**config.mk**
```make
export PLATFORM = sky130hd
export DESIGN_NAME = cc_object_reader
export DESIGN_NICKNAME = d
export VERILOG_FILES = /design/src/rtl/cc_object_reader_pkg.sv /design/src/rtl/cc_object_reader_seq_divider.sv /design/src/rtl/cc_object_reader.sv
export SDC_FILE = /design/constraint.sdc
export NUM_CORES = 2
export LEC_CHECK = 0
export BUFFER_PORTS_ARGS = -buffer_cell sky130_fd_sc_hd__clkbuf_2
export CAP_MARGIN = 20
export CORE_MARGIN = 1
export CORE_UTILIZATION = 30
export DETAILED_ROUTE_END_ITERATION = 10
export PLACE_DENSITY = 0.47
export RECOVER_POWER = 50
export SYNTH_ARGS = -nofsm -noshare
export SYNTH_HDL_FRONTEND = slang
export SYNTH_SLANG_ARGS = --single-unit
export TNS_END_PERCENT = 100
```
**constraint.sdc**
```tcl
create_clock -name clk -period 4.4 [get_ports clk]
set_input_delay 0.66 -clock clk [delete_from_list [all_inputs] [get_ports clk]]
set_output_delay 0.66 -clock clk [all_outputs]
set_load 0.02 [all_outputs]
```
**src/rtl/cc_object_reader_pkg.sv**
```systemverilog
// cc_object_reader_pkg: shared widths, data-word field offsets and reader FSM states
package cc_object_reader_pkg;
  localparam int DEF_WORD_SIZE = 8;
  localparam int DEF_OBJ_WIDTH = 128;
  localparam int P_OFF = 0;
  localparam int X_OFF = 1;
  localparam int Y_OFF = 2;
  typedef enum logic [2:0] {IDLE, MT_RD, MT_CHK, DT_CAP, DIV, OUT, NEXT, DONE} state_t;
endpackage

```
**src/rtl/cc_object_reader_seq_divider.sv**
```systemverilog
// cc_object_reader_seq_divider: unsigned restoring divider, one quotient bit per cycle, N cycles
module cc_object_reader_seq_divider #(
  parameter int N = 128
) (
  input  logic         clk,
  input  logic         reset,
  input  logic         start,
  input  logic [N-1:0] dividend,
  input  logic [N-1:0] divisor,
  output logic         done,
  output logic [N-1:0] quotient
);
  localparam int CW = $clog2(N + 1);
  logic         busy;
  logic [CW-1:0] cnt;
  logic [N-1:0] rem, den;
  logic [N:0]   trial;
  assign trial = {rem, quotient[N-1]} - {1'b0, den};
  assign done = busy && cnt == 1;
  // quotient shifts in from the dividend's top; borrow bit decides restore vs subtract
  always_ff @(posedge clk) begin
    if (reset) begin
      busy <= 1'b0;
      cnt <= '0;
      rem <= '0;
      den <= '0;
      quotient <= '0;
    end else if (start) begin
      busy <= 1'b1;
      cnt <= CW'(N);
      rem <= '0;
      den <= divisor;
      quotient <= dividend;
    end else if (busy) begin
      rem <= trial[N] ? {rem[N-2:0], quotient[N-1]} : trial[N-1:0];
      quotient <= {quotient[N-2:0], ~trial[N]};
      cnt <= cnt - 1'b1;
      busy <= cnt != 1;
    end
  end
endmodule

```
**src/rtl/cc_object_reader.sv**
```systemverilog
// cc_object_reader: drains root labels from the CC tables and streams area and centroid per object
module cc_object_reader
  import cc_object_reader_pkg::*;
#(
  parameter int WORD_SIZE = DEF_WORD_SIZE,
  parameter int OBJ_WIDTH = DEF_OBJ_WIDTH,
  parameter int COORD_W   = 32,
  parameter int MIN_AREA  = 1
) (
  input  logic                   clk,
  input  logic                   reset,
  input  logic                   start,
  input  logic [WORD_SIZE-1:0]   num_labels,
  output logic                   busy,
  output logic                   done,
  output logic [WORD_SIZE-1:0]   mt_addr,
  input  logic [WORD_SIZE-1:0]   mt_data,
  output logic [WORD_SIZE-1:0]   dt_addr,
  input  logic [3*OBJ_WIDTH-1:0] dt_data,
  output logic                   obj_valid,
  input  logic                   obj_ready,
  output logic [WORD_SIZE-1:0]   obj_id,
  output logic [OBJ_WIDTH-1:0]   obj_area,
  output logic [COORD_W-1:0]     obj_x,
  output logic [COORD_W-1:0]     obj_y
);
  state_t state, state_n;
  logic [WORD_SIZE:0] l, count;
  logic [WORD_SIZE-1:0] mt_q, dt_q;
  logic [OBJ_WIDTH-1:0] p, qx, qy;
  logic root, keep, div_start, x_done, y_done;
  assign p = dt_data[P_OFF*OBJ_WIDTH +: OBJ_WIDTH];
  assign root = mt_data == l[WORD_SIZE-1:0];
  assign keep = p != '0 && p >= OBJ_WIDTH'(MIN_AREA);
  assign obj_valid = state == OUT;
  assign obj_x = |qx[OBJ_WIDTH-1:COORD_W] ? '1 : qx[COORD_W-1:0];
  assign obj_y = |qy[OBJ_WIDTH-1:COORD_W] ? '1 : qy[COORD_W-1:0];
  cc_object_reader_seq_divider #(.N(OBJ_WIDTH)) u_div_x (
    .clk(clk), .reset(reset), .start(div_start),
    .dividend(dt_data[X_OFF*OBJ_WIDTH +: OBJ_WIDTH]), .divisor(p),
    .done(x_done), .quotient(qx)
  );
  cc_object_reader_seq_divider #(.N(OBJ_WIDTH)) u_div_y (
    .clk(clk), .reset(reset), .start(div_start),
    .dividend(dt_data[Y_OFF*OBJ_WIDTH +: OBJ_WIDTH]), .divisor(p),
    .done(y_done), .quotient(qy)
  );
  // next state, divider launch and table addresses (held outside the read states)
  always_comb begin
    state_n = state;
    div_start = 1'b0;
    mt_addr = state == MT_RD ? l[WORD_SIZE-1:0] : mt_q;
    dt_addr = state == MT_CHK && root ? l[WORD_SIZE-1:0] : dt_q;
    case (state)
      IDLE:    state_n = start ? (num_labels == 1 ? DONE : MT_RD) : IDLE;
      MT_RD:   state_n = MT_CHK;
      MT_CHK:  state_n = root ? DT_CAP : NEXT;
      DT_CAP: begin
        div_start = keep;
        state_n = keep ? DIV : NEXT;
      end
      DIV:     state_n = x_done && y_done ? OUT : DIV;
      OUT:     state_n = obj_ready ? NEXT : OUT;
      NEXT:    state_n = l == count - 1'b1 ? DONE : MT_RD;
      default: state_n = IDLE;
    endcase
  end
  // state, label walk, registered status and object id/area capture
  always_ff @(posedge clk) begin
    if (reset) begin
      state <= IDLE;
      l <= 1;
      count <= '0;
      mt_q <= '0;
      dt_q <= '0;
      busy <= 1'b0;
      done <= 1'b0;
      obj_id <= '0;
      obj_area <= '0;
    end else begin
      state <= state_n;
      mt_q <= mt_addr;
      dt_q <= dt_addr;
      busy <= state_n != IDLE;
      done <= state == DONE;
      if (state == IDLE && start) begin
        l <= 1;
        count <= num_labels == '0 ? {1'b1, {WORD_SIZE{1'b0}}} : {1'b0, num_labels};
      end
      if (state == NEXT && state_n == MT_RD) l <= l + 1'b1;
      if (state == DT_CAP) begin
        obj_id <= l[WORD_SIZE-1:0];
        obj_area <= p;
      end
    end
  end
endmodule

```
# After elaboration in Yosys (flattened, before gate mapping)
# Index checks and enable logic that the tools add are counted.
# op_classes
addsub	6
n_mul	0
div	0
order_cmp	1
eq_ne	15
shifts	0
mux	30
bitwise	2
reduce_logical	17
# op_table
cell	n
$mux 128	6
$sub 129x128->129	2
$reduce_or 96->1	2
$ge 128x1->1 const B	1
$reduce_bool 128->1	1
$mux 32	2
$mux 8	6
$mux 9	3
$eq 8x1->1 const B	3
$pmux 3 s7	1
$ne 8x1->1 const B	2
$sub 8x1->8 const B	2
$eq 3x3->1 const B	4
$mux 3	4
$add 9x1->9 const B	1
$eq 9x9->1	1
$sub 9x1->9 const B	1
$eq 8x8->1	1
$logic_not 8->1	1
$logic_and 1x1->1	7
$eq 3x1->1 const B	2
$eq 3x2->1 const B	2
$mux 1	6
$reduce_bool 2->1	3
5 further kinds	7
# word_totals
register_bits	833
latch_bits	0
mem_bits_rw	0
romBits	0
in_bits	404
output_inout_bits	219
mem_count	0

# Longest topological paths before layout
# depth
depth_word	8
depth_mapped	18
mapped_depth_nobuf	15

# Modules after synthesis
# Synthesis repeated with hierarchy kept, for this count alone.
# unflattened
cells_unflattened	7973
hier_area_um2	59398.2
# modules_own_cells
mod	n_inst	cells_per_inst	area_per_inst_um2	seq_area_each_um2
cc_object_reader_seq_divider	2	3480	25793.5	7867.5
cc_object_reader	1	1013	7811.2	3503.4

# Worst setup path before layout
# OpenSTA, ideal clock, no wires.
# synth_path
path_kind	register -> register
start	register u_div_y.quotient[127]
end	register u_div_y.rem[15]
setup_time_ps	89
arrival_time_ps	4046
setup_slack_ps	265
path_stages_with_launch	16
n_path_buf	1
synth_period_minus_slack_ps	4135
cell_sequence	dfxtp_1 -> inv_1 -> ha_1 -> fa_1 -> nor2b_1 -> o2111ai_1 -> nand3_1 -> or3b_1 -> a31o_1 -> a2111oi_2 -> o21ba_2 -> mux2_4 -> or2_1 -> buf_6 -> or4_1 -> a311oi_2
# synth_between
elab_chain_cells	2
# synth_lines
item	line	text
from (decl)	cc_object_reader_seq_divider.sv:11	output logic [N-1:0] quotient
from (signal assigned)	cc_object_reader_seq_divider.sv:33	quotient <= dividend;
from (signal assigned)	cc_object_reader_seq_divider.sv:36	quotient <= {quotient[N-2:0], ~trial[N]};
$sub 129x128->129	cc_object_reader_seq_divider.sv:18	assign trial = {rem, quotient[N-1]} - {1'b0, den};
$mux 128	cc_object_reader_seq_divider.sv:35	rem <= trial[N] ? {rem[N-2:0], quotient[N-1]} : trial[N-1:0];
to (signal assigned)	cc_object_reader_seq_divider.sv:35	
to (decl)	cc_object_reader_seq_divider.sv:16	logic [N-1:0] rem, den;
# Every way passes these cells.
# A chain may end at the register's enable or synchronous reset.

# Worst setup path in the final report
# layout_path
start	input port dt_data[50]
end	register u_div_y.quotient[49]
# layout_between
elab_chain_cells	4
# layout_lines
item	line	text
from (decl)	cc_object_reader.sv:19	input logic [3*OBJ_WIDTH-1:0] dt_data,
$ge 128x1->1 / $reduce_bool 128->1 (equally long branches)	cc_object_reader.sv:34	assign keep = p != '0 && p >= OBJ_WIDTH'(MIN_AREA);
$logic_and 1x1->1 *	cc_object_reader.sv:34	
$mux 1 *	cc_object_reader.sv:54	case (state)
$mux 128 / $reduce_bool 2->1 (equally long branches)	-	
# Every way passes the cells marked *; elsewhere a longest branch is shown, timed or not.

==> results.sh <==
export IMPL_seq_power_share_pct=22.9
export IMPL_hold_viol=0
export IMPL_r2r_slack_ns=0.16
export IMPL_ys_flop_type="dfxtp_1"
export IMPL_worst_slew_pin_transition_ns=2.90
export IMPL_sw_frac_of_total_pct=42.9
export IMPL_routed_wl_um=212000
export IMPL_syn_to_final_growth_pct=19.6
export IMPL_fmax_ghz=0.232
export IMPL_slowest_stage="buf_2"
export IMPL_pwr_share_clk_pct=25.2
export IMPL_critPathMaxFanout=40
export IMPL_leakage_nw=25.3
export IMPL_layout_setup_ws_ns=0.0941
export IMPL_wl_per_cell_um=21.6
export IMPL_crit_path_end="u_div_y.quotient[49]"
export IMPL_drt_met1_wl_um=90400
export IMPL_initial_core_util_pct=30.3
export IMPL_via_count=52300
export IMPL_crit_cells=13
export IMPL_grt_pass1_wl_um=318000
export IMPL_cts_root_buf="clkbuf_16"
export IMPL_regToRegEndpoint="u_div_x.rem[119]"
export IMPL_wl_met2_um=101000
export IMPL_slew_viol_final=52
export IMPL_final_period_utilization_pct=97.9
export IMPL_port_buffers=622
export IMPL_hp_class="in2reg"
export IMPL_synth_edf_count=0
export IMPL_synth_cells=6870
export IMPL_grt_antenna_before_repair=18
export IMPL_seq_area_frac_synth_pct=32.1
export IMPL_first_pass_iters=6
export IMPL_grt_max_degree=166
export IMPL_synth_area_um2=52000
export IMPL_setup_viol=0
export IMPL_worstPathArrival_ns=4.94
export IMPL_async_flop_share_pct=0
export IMPL_dr_first_iter_drc_count=3753
export IMPL_cts_buffers_inserted=98
export IMPL_highest_layer="met5"
export IMPL_viasPerCell=5.33
export IMPL_power_net_switching_mw=15.0
export IMPL_rows=152
export IMPL_clockBufferDepth=3
export IMPL_first_global_vias=50800
export IMPL_cts_sinks=833
export IMPL_finalClockSkew_ns=0.0616
export IMPL_p_comb_share_pct=51.8
export IMPL_gp_routability_congestion=0.952
export IMPL_coreArea_um2=172000
export IMPL_ioPinCount=623
export IMPL_drive_above_1_share_pct=15.0
export IMPL_fin_crit_ns=4.31
export IMPL_ys_ff_latch=833
export IMPL_ys_warn_count=0
export IMPL_crit_required_ns=5.03
export IMPL_grt_total_usage_pct=23.4
export IMPL_htree_levels=3
export IMPL_drcViolationCount=0
export IMPL_die_y_um=418
export IMPL_cpMostUsedCell="clkbuf_1"
export IMPL_outcome="finished with violations"
export IMPL_hpwl_um=167000
export IMPL_p_int_mw=19.9
export IMPL_crit_path_start="dt_data[50]"
export IMPL_cts_tree="built"
export IMPL_synth_cell_type_count=88
export IMPL_cp_end_kind="flip-flop"
export IMPL_synth_nets=7538
export IMPL_multi_input_area_um2=32600
export IMPL_wl_met3_um=11200
export IMPL_hold_slack_ns=0.169
export IMPL_avgSynthCellArea_um2=7.56
export IMPL_overflow=0
export IMPL_crit_type="in2reg"
export IMPL_rsz0062_at_grt="false"
export IMPL_crit_family="simple AND/OR/NAND/NOR gates"
export IMPL_path_clk_slew_ns=0.06
export IMPL_cap_violations=1
export IMPL_cp_start_kind="input pin"
export IMPL_ant_nets=0
export IMPL_nNetsFinal=8081
export IMPL_violations="max-capacitance violations, max-slew violations"
export IMPL_p_per_area_nw_per_um2=562
export IMPL_crit_path_max_incr_delay_ns=0.59
export IMPL_clk_latency_ns=0.75
export IMPL_ir_worst_vdd_v=0.000542
export IMPL_reg2reg_from="u_div_y.den[54]"
export IMPL_max_slew_margin_pct=-93.2
export IMPL_worstPathCellList="clkbuf_1 > nor4_1 > nand4_1 > clkbuf_1 > nor4_1 > clkbuf_1 > nand2_1 > clkbuf_1 > nand2_1 > buf_12 > buf_2 > nor2_1 > a211oi_1"
export IMPL_ff2ff_path_depth=14
export IMPL_dieWidth_um=418
export IMPL_worst_path_buf_inv=6
export IMPL_die_area_um2=175000
export IMPL_dp_slack_ns=-0.117
export IMPL_fill_cells=18500
export IMPL_cts_hold_buffers=0
export IMPL_seqCellArea_um2=16700
## layout make-up
cell class	count	area share (%)
multi-input cells	5323	52.5
flip-flops and latches	833	26.8
repair buffers	934	9.10
well taps	2310	4.65
clock buffers	139	4.57
inverters	223	1.35
clock inverters	41	0.948
diodes	3	0.0121
## kinds of logic (layout without fill, tap and decap cells)
group	count (synthesis)	count (layout)	synth area share, %
AO/OA/AOI/OAI	2130	2130	25.8
adder cells (fa/ha/maj)	264	264	6.39
buffers and inverters	714	1337	5.49
XOR/XNOR	248	248	4.18
other	0	3	0
AND/OR/NAND/NOR	2389	2389	20.4
flip-flops	833	833	32.1
multiplexers	292	292	5.68
## sequential cells by signal (all words and copies together), names as in the netlist, 9 cells and up
| signal | count |
|---|---|
| l | 9 |
| u_div_y.den | 128 |
| u_div_x.quotient | 128 |
| count | 9 |
| u_div_y.quotient | 128 |
| u_div_y.rem | 128 |
| u_div_x.rem | 128 |
| obj_area | 128 |
## power groups by stage
stage	combinational [mW]	clock (mW)	sequential [mW]
after CTS	17.9	9.04	8.00
final	18.1	8.81	8.00
after global placement	17.9	0	8.16
after detailed placement	17.8	0	8.16
after global routing	19.5	9.34	8.02
after floorplan	11.0	0	8.10
## tightest hold or removal path, cell delays in order
cell      delay, ns
clkbuf_2       0.09
nand2_1        0.05
a21oi_1        0.05
## cell usage in the layout, fill, tap and decap left out, types with 33 or more instances in the layout
master,synthesis,routed
a21o_1,135,135
clkbuf_16,0,99
and3_1,34,33
nor2_1,624,623
xor2_1,79,79
nor2b_1,56,55
o21bai_1,85,84
nand3_1,51,50
a311oi_2,53,54
clkbuf_2,2,486
nand2_1,1090,1089
nor4_1,113,106
nand4_1,155,155
mux2i_1,273,273
dfxtp_1,833,831
nor3_1,78,77
xnor2_1,169,169
clkbuf_1,420,184
buf_12,0,37
or2_2,76,76
a21oi_1,786,782
buf_4,13,238
a211oi_1,286,286
inv_1,222,221
o21ai_0,398,396
ha_1,262,262
a31oi_1,159,159
## per-layer routing
layer | global-route usage, % | vias to the layer above
met5 | 0 | -
met4 | 9.39 | 26
met3 | 3.79 | 292
met2 | 40.1 | 1368
met1 | 29.0 | 24900
li1 | - | 25700
## metrics by stage
stage / utilization (%) / cell area, um^2 / setup TNS, ns / power [mW] / instances
after detailed placement: 34.4 / 59000 / -1.15 / 25.9 / 9621
after floorplan: - / 52000 / 0 / 19.1 / 6870
final: 36.2 / 62100 / 0 / 34.9 / 9806
after global placement: 34.4 / 59000 / -0.0261 / 26.0 / 9621
after global routing: 36.2 / 62100 / 0 / 36.8 / 9805
after CTS: 36.4 / 62500 / 0 / 35.0 / 9801
## synthesized netlist by cell type (all sizes together) (85+ instances only)
cell	number	area share [%]
a21o	135	2.0
clkbuf	422	3.1
nor4	113	1.4
a21oi	786	7.6
inv	223	1.6
a31oi	159	1.9
xnor2	169	2.8
o21bai	85	1.2
nand2	1090	7.9
o21ai	409	3.9
nor2	625	4.5
a211oi	287	4.2
nand4	157	1.9
dfxtp	833	32
ha	262	6.3
mux2i	273	5.3
## timing repair
action | 4_1_cts | 5_1_grt
gates cloned | 0 | 0
gates resized for setup | 9 | 18
endpoints found under the setup margin | 78 | 120
buffers inserted | 0 | 2
pin swaps | 0 | 8
## worst min-delay path by stage
stage / startpoint / to / depth (start not counted) / slack [ns]
after CTS: num_labels[2] / count[2] / 3 / 0.11
after detailed placement: obj_area[102] / obj_area[102] / 2 / 0.45
after global routing: num_labels[2] / count[2] / 3 / 0.16
after global placement: obj_area[108] / obj_area[108] / 2 / 0.44
after floorplan: u_div_y.den[100] / u_div_y.den[100] / 2 / 0.44
final: num_labels[2] / count[2] / 3 / 0.17
(Power assumes the default switching activity.)
